**config.mk**
```make
export PLATFORM = sky130hd
export DESIGN_NAME = number_receiver
export DESIGN_NICKNAME = d
export VERILOG_FILES = /design/src/rtl/number_receiver.sv
export SDC_FILE = /design/constraint.sdc
export NUM_CORES = 1
export LEC_CHECK = 0
export BUFFER_PORTS_ARGS = -buffer_cell sky130_fd_sc_hd__buf_2
export CAP_MARGIN = 20
export CORE_MARGIN = 2
export CORE_UTILIZATION = 50
export CTS_BUF_LIST = sky130_fd_sc_hd__clkbuf_2 sky130_fd_sc_hd__clkbuf_4 sky130_fd_sc_hd__clkbuf_8
export CTS_CLUSTER_SIZE = 12
export DETAILED_ROUTE_END_ITERATION = 6
export HOLD_SLACK_MARGIN = 0.1
export PLACE_DENSITY_LB_ADDON = 0.2
export SYNTH_ARGS = -nofsm -noshare
export SYNTH_HDL_FRONTEND = slang
export SYNTH_SLANG_ARGS = --single-unit
```
**constraint.sdc**
```tcl
create_clock -name clk -period 1.9 [get_ports clk]
set_input_delay 0.19 -clock clk [delete_from_list [all_inputs] [get_ports clk]]
set_output_delay 0.19 -clock clk [all_outputs]
set_load 0.005 [all_outputs]
```
**src/rtl/number_receiver.sv**
```systemverilog
// Byte-to-word receiver: packs three MSB-first bytes into 24-bit words and
// buffers them in a DEPTH-entry FIFO with ready/valid drain and sticky overflow.
module number_receiver #(
  parameter int DEPTH = 4
) (
  input  logic                     clk,
  input  logic                     rst_n,
  input  logic                     load,
  input  logic [7:0]               number,
  input  logic                     flush,
  output logic [23:0]              word_q,
  output logic                     word_valid,
  input  logic                     word_ready,
  output logic                     full,
  output logic [$clog2(DEPTH):0]   count,
  output logic                     overflow
);

  localparam int AW = $clog2(DEPTH);
  localparam int CW = $clog2(DEPTH) + 1;

  typedef enum logic [1:0] {
    BYTE0 = 2'd0,
    BYTE1 = 2'd1,
    BYTE2 = 2'd2
  } state_e;

  state_e          state_q, state_d;
  logic [7:0]      hi_q, hi_d;
  logic [7:0]      mid_q, mid_d;
  logic [AW-1:0]   wr_ptr_q, wr_ptr_d;
  logic [AW-1:0]   rd_ptr_q, rd_ptr_d;
  logic [CW-1:0]   count_q, count_d;
  logic            ovf_q, ovf_d;
  logic [23:0]     mem_q [DEPTH];

  logic            push_req_s;
  logic            push_ok_s;
  logic            pop_s;
  logic            empty_s;
  logic            full_s;
  logic [23:0]     word_s;

  assign empty_s = (count_q == {CW{1'b0}});
  assign full_s  = (count_q == CW'(DEPTH));
  assign word_s  = {hi_q, mid_q, number};

  // Assembly FSM state and byte holding registers
  always_ff @(posedge clk or negedge rst_n) begin
    if (!rst_n) begin
      state_q <= BYTE0;
      hi_q    <= 8'h00;
      mid_q   <= 8'h00;
    end else begin
      state_q <= state_d;
      hi_q    <= hi_d;
      mid_q   <= mid_d;
    end
  end

  // Assembly next-state: advance only on load; flush returns to BYTE0
  always_comb begin
    state_d    = state_q;
    hi_d       = hi_q;
    mid_d      = mid_q;
    push_req_s = 1'b0;
    if (flush) begin
      state_d = BYTE0;
    end else if (load) begin
      case (state_q)
        BYTE0: begin
          hi_d    = number;
          state_d = BYTE1;
        end
        BYTE1: begin
          mid_d   = number;
          state_d = BYTE2;
        end
        BYTE2: begin
          push_req_s = 1'b1;
          state_d    = BYTE0;
        end
        default: begin
          state_d = BYTE0;
        end
      endcase
    end else begin
      state_d = state_q;
    end
  end

  // Queue control: a pop frees the slot a same-cycle push needs when full
  always_comb begin
    pop_s     = !empty_s && word_ready && !flush;
    push_ok_s = push_req_s && (!full_s || pop_s);
    wr_ptr_d  = wr_ptr_q;
    rd_ptr_d  = rd_ptr_q;
    count_d   = count_q;
    ovf_d     = ovf_q;
    if (flush) begin
      wr_ptr_d = {AW{1'b0}};
      rd_ptr_d = {AW{1'b0}};
      count_d  = {CW{1'b0}};
      ovf_d    = 1'b0;
    end else begin
      if (push_ok_s) begin
        wr_ptr_d = wr_ptr_q + AW'(1);
      end else begin
        wr_ptr_d = wr_ptr_q;
      end
      if (pop_s) begin
        rd_ptr_d = rd_ptr_q + AW'(1);
      end else begin
        rd_ptr_d = rd_ptr_q;
      end
      case ({push_ok_s, pop_s})
        2'b10:   count_d = count_q + CW'(1);
        2'b01:   count_d = count_q - CW'(1);
        default: count_d = count_q;
      endcase
      if (push_req_s && full_s && !pop_s) begin
        ovf_d = 1'b1;
      end else begin
        ovf_d = ovf_q;
      end
    end
  end

  // Queue pointers, occupancy and sticky overflow
  always_ff @(posedge clk or negedge rst_n) begin
    if (!rst_n) begin
      wr_ptr_q <= {AW{1'b0}};
      rd_ptr_q <= {AW{1'b0}};
      count_q  <= {CW{1'b0}};
      ovf_q    <= 1'b0;
    end else begin
      wr_ptr_q <= wr_ptr_d;
      rd_ptr_q <= rd_ptr_d;
      count_q  <= count_d;
      ovf_q    <= ovf_d;
    end
  end

  // Word storage; contents are don't-care until written
  always_ff @(posedge clk) begin
    if (push_ok_s) begin
      mem_q[wr_ptr_q] <= word_s;
    end
  end

  assign word_valid = !empty_s;
  assign full       = full_s;
  assign count      = count_q;
  assign overflow   = ovf_q;
  assign word_q     = empty_s ? 24'h000000 : mem_q[rd_ptr_q];

endmodule

```
======== Yosys cells after proc, flatten, opt, wreduce, memory -nomap -nowiden ========
Memory sizes are Yosys's and may differ from the RTL's.
Index checks and enable logic that the tools add are counted.
storage, ports and cells
  output and inout port bits .............. 30
  memories ................................ 1
  bits of input ports ..................... 13
  bits in writable memories ............... 96
  register bits after elaboration ......... 26
  word-level logic and storage cells ...... 54
operators by class
  add/sub/neg operators ................... 4
  reduce and logical (&&, ||, !) cells .... 19
  equal/unequal tests ..................... 5
  mux-type cells .......................... 17
  bitwise operators ....................... 1
memories
  name   words  bits a word  read ports  clocked after Yosys merged registers in  write ports  RTL line  source
  mem_q  4      24           1           0                                        1            35        logic [23:0] mem_q [DEPTH];
operator list
  kind                   number
  $mux W24               1
  $mux W2                6
  $reduce_bool A2 Y1     4
  $mux W1                7
  $pmux W3 S2            1
  $reduce_and A3 Y1      2
  $logic_and A1 B1 Y1    5
  $add A2 B1 Y2 const B  2
  $eq A2 B1 Y1 const B   2
  $eq A2 B2 Y1 const B   2
  $logic_not A1 Y1       4
  $pmux W2 S2            1
  $add A3 B1 Y3 const B  1
  $eq A3 B3 Y1 const B   1
  $logic_not A3 Y1       1
  $mux W3                1
  $reduce_bool A3 Y1     1
  $sub A3 B1 Y3 const B  1
  $logic_not A2 Y1       1
  $logic_or A1 B1 Y1     1
  $not A1 Y1             1

======== Depth between registers and ports, before layout ========
  depth in word-level cells ............... 9
  gate-level depth with buffers ........... 8
  mapped depth without buffers ............ 7

======== Worst setup path after synthesis ========
No wires, ideal clock.
  kind .................................... register to register
  from .................................... register state_q[0]
  to ...................................... register count_q[2], in the netlist count[2]
  cell stages (with the launch flop) ...... 7
  arrival time ............................ 1911 ps
  path buffers ............................ 0
  data required time ...................... 1818 ps
  slack ................................... -93 ps
  library setup time ...................... 82 ps
  clock period less this slack ............ 1993 ps
  cell sequence ........................... dfrtp_1 -> and4bb_4 -> nor3_1 -> fa_1 -> nor3b_1 -> or3b_1 -> a31oi_1
between the ends
  cells in the longest elaborated chain, start to end .. 8
  elaborated cells between the ends (all ways) .. 10
  those cells by class .................... 3 x eq/ne; 5 x mux; 2 x reduce/logical
RTL lines
  element                                       RTL line  source
  start, declared                               28        state_e state_q, state_d;
  start signal, assigned                        55        state_q <= state_d;
  $eq A2 B2 Y1 *                                70        case (state_q)
  $mux W1 *                                     70
  $mux W1 *                                     69        end else if (load) begin
  $mux W1 *                                     67        if (flush) begin
  $logic_and A1 B1 Y1 *                         95        push_ok_s = push_req_s && (!full_s || pop_s);
  $eq A2 B1 Y1 or $eq A2 B2 Y1 (tied branches)  116       case ({push_ok_s, pop_s})
  $pmux W3 S2                                   116
  $mux W3                                       100       if (flush) begin
  end signal, assigned                          134       count_q <= {CW{1'b0}};
  end signal, assigned                          139       count_q <= count_d;
  end, declared                                 33        logic [CW-1:0] count_q, count_d;
Mark *: on every way between the ends. The rest lies on a longest branch, timed or not.
A chain may end at the register's enable or synchronous reset.

======== Worst setup path in the final report ========
  from .................................... register rd_ptr_q[0]
  to ...................................... output word_q[15]
between the ends
  cells in the longest elaborated chain, start to end .. 2
RTL lines
  element                 RTL line  source
  start, declared         32        logic [AW-1:0] rd_ptr_q, rd_ptr_d;
  start signal, assigned  133       rd_ptr_q <= {AW{1'b0}};
  start signal, assigned  138       rd_ptr_q <= rd_ptr_d;
  $mem_v2 Z4 W24          --
  $mux W24                155       assign word_q = empty_s ? 24'h000000 : mem_q[rd_ptr_q];
  end, declared           11        output logic [23:0] word_q,
No other way between the ends.

==> flow_metrics.tcl <==
set metrics [dict create \
    max_stage_delay_ns 0.50 \
    post_route_insts_no_fill 497 \
    crit_path_max_fanout 5 \
    ratio_of_cells_with_drive_above_1_in_the_final_layout_pct 50.8 \
    global_route_wire_length_before_repair_um 14300 \
    hold_violations 0 \
    vias_per_cell 5.38 \
    hpwlAfterDp_um 5120 \
    ys_top_cells_by_count "96 x edfxtp_1, 28 x and2_1, 26 x dfrtp_1" \
    avgSynthCellArea_um2 19.2 \
    max_freq_ghz 0.482 \
    routed_wl_um 9450 \
    cts-root-to-sink-buffers 2 \
    netlist.top_cell.by_area "edfxtp_1" \
    finalMaxSlewViolations 0 \
    synth.yosys.seq_area_share_pct 72.3 \
    ys_dominant_reg_cell "edfxtp_1" \
    final-setup-viol-count 25 \
    critPathSlowestCell "mux4_2" \
    critPathLaunchType "flip-flop" \
    dpl_cell_area_um2 5450 \
    syn_nets 273 \
    post_synthesis_cells 255 \
    floorplan.core_area_um2 9640 \
    die_area_um2 10600 \
    grt_pass1_vias 2670 \
    number_of_enable_flip_flop_cells_after_synthesis 96 \
    grt_antenna_before_repair 0 \
    detailedRoute.firstIterationViolations 83 \
    port_buffers 42 \
    final_worst_path_period_share_pct 109 \
    design.portCount 43 \
    data_arrival_time_of_the_worst_path_ns 1.88 \
    post-place-cells 440 \
    synth.cell_area_um2 4890 \
    layout.core_utilization_pct 66.5 \
    number_of_different_library_cells_in_the_post_synthesis_netlist 38 \
    failing_checks "setup timing" \
    crit_chain "buf_12 > clkbuf_16 > mux4_2 > and2_1 > buf_2" \
    irDropWorstVdd_mv 0.460 \
    num-nets-final 369 \
    clk_pin_slew_worst_paths_ns 0.07 \
    worst_slew_margin_rel_pct 56.4 \
    final_critical_path_setup_slack_ns -0.174 \
    detail_route.drc_violations 0 \
    final_period_minus_worst_setup_slack_ns 2.07 \
    numCtsBuffers 17 \
    dr_total_vias 2675 \
    yosys_warnings 0 \
    critical_path.endpoint_type "primary output" \
    row_count 36 \
    drtAntennaViolNets 0 \
    most_repeated_cell_in_the_gate_level_netlist_after_synthesis "edfxtp_1" \
    start_util_pct 50.7 \
    setup_tns_ns -3.57 \
    worstSkewPairLatency_ns 0.41 \
    clock-skew-final_ns 0.00606 \
    static-leakage-power_uw 0.00235 \
    global_route.usage.total_pct 19.3 \
    dr.pass1.iters 6 \
    cap_viol_max_count 0 \
    run_status "finished, violations left" \
    total_gr_overflow 0 \
    ys_top_cells_by_area "edfxtp_1 59%, dfrtp_1 13%, mux4_2 11%" \
    grt_max_degree 27 \
    area_growth_pct 31.1 \
    grt_setup_unrepaired "true" \
    timing.setup.critical_path_class "flip-flop to primary output" \
    hp-class "input pin to flip-flop" \
    antenna-diode-count 0 \
    critical_path_required_ns 1.71 \
    htreeDepth 4 \
    routabilityCongestion 0.730 \
    power_density_nw_per_um2 961 \
    synthDominantCellAreaShare_pct 59.0 \
    tightest_slew_ns 0.654 \
    wl_per_cell_um 19.0 \
    design_area_um2 6410 \
    fp.dieH_um 103 \
    fp.dieW_um 103 \
    cts.sinks 122 \
    async_reset_ff_share_pct 21.3 \
    synth-seq-cells 122 \
    tritoncts "done" \
    cts_root_buffer "clkbuf_8" \
]
## registers in the layout, indices dropped and copies added, names as in the netlist
name and flops:
mem_q 96, hi_q 8, mid_q 8, count 3, rd_ptr_q 2, state_q 2
wr_ptr_q 2, overflow 1
## layer usage
metal / vias to the layer above / track usage (%) / wire length [µm]
met5: - / 0 / 0
met4: 0 / 6.58 / 82
met3: 9 / 5.08 / 271
met2: 67 / 32.3 / 5030
met1: 1412 / 24.8 / 4070
li1: 1187 / - / -
## power by group
group          internal [µW]  switching, µW  leakage, µW  total [µW]
registers               3090            120      0.00119        3210
clock network           1470            960     0.000212        2430
logic                    320            203     0.000946         523
## worst max-delay path: cells and delay by family (launching register included)
| family | cells | cell delay, ns |
|---|---|---|
| buffers and inverters | 3 | 0.40 |
| flip-flops | 1 | 0.43 |
| multiplexers | 1 | 0.50 |
| AND/OR/NAND/NOR | 1 | 0.15 |
## per-stage QoR
stage	power, µW	worst slack, ns	hold WS, ns
finish	6160	-0.174	0.163
global route	6380	-0.250	0.164
CTS	6160	-0.210	0.143
detailed placement	3630	0.00952	0.265
global placement	3610	0.0323	0.262
floorplan	3450	-0.0626	-0.106
## area by class of cell
cell class / instances / area [µm²]
clock buffers: 19 / 255
clock inverters: 13 / 175
fillers: 689 / 3230
inverters: 3 / 11.3
multi-input cells: 118 / 1360
flip-flops and latches: 122 / 3530
well taps: 133 / 166
repair buffers: 89 / 905
## worst paths after layout
kind | from | endpoint | slack [ns] | depth (start not counted)
min in group asynchronous | rst_n | hi_q[1] | 0.34 | 2
worst max register to register | count[2] | count[2] | -0.07 | 7
worst min register to register | hi_q[5] | mem_q[1][21] | 0.51 | 0
max in group asynchronous | rst_n | rd_ptr_q[0] | 1.10 | 2
worst max-delay path | rd_ptr_q[0] | word_q[15] | -0.17 | 5
worst min-delay path | flush | rd_ptr_q[0] | 0.16 | 3
## cells in the final DEF, fill, tap and decap left out, drive strengths merged, types with 5 or more instances in the layout
cell | Yosys | routed
mux2 | 16 | 16
clkinv | 0 | 6
edfxtp | 96 | 96
clkbuf | 4 | 21
buf | 8 | 78
dlygate4sd3 | 0 | 9
nor2 | 8 | 8
mux4 | 24 | 24
and2 | 28 | 28
nor3 | 5 | 5
dfrtp | 26 | 26
## logic make-up (layout without fill, tap and decap cells)
family | after synthesis | after routing | synth area share, %
xor gates and xnor gates | 3 | 3 | 0.537
buffers and inverters | 15 | 124 | 1.41
adders and majority gates | 5 | 5 | 1.43
AOI/OAI and AO/OA | 11 | 11 | 1.59
and+or+nand+nor | 58 | 58 | 7.83
muxes | 41 | 41 | 14.9
DFF | 122 | 122 | 72.3
## timing repair
action                                  in CTS  in global routing
endpoints found under the hold margin       65                  0
buffers inserted                             9                  3
gates cloned                                 3                  2
pin swaps                                   15                  9
hold buffers                                 9                  0
resized for setup                           24                 31
endpoints found under the setup margin      26                 26
No activity file was read; power rests on OpenSTA's default activity.
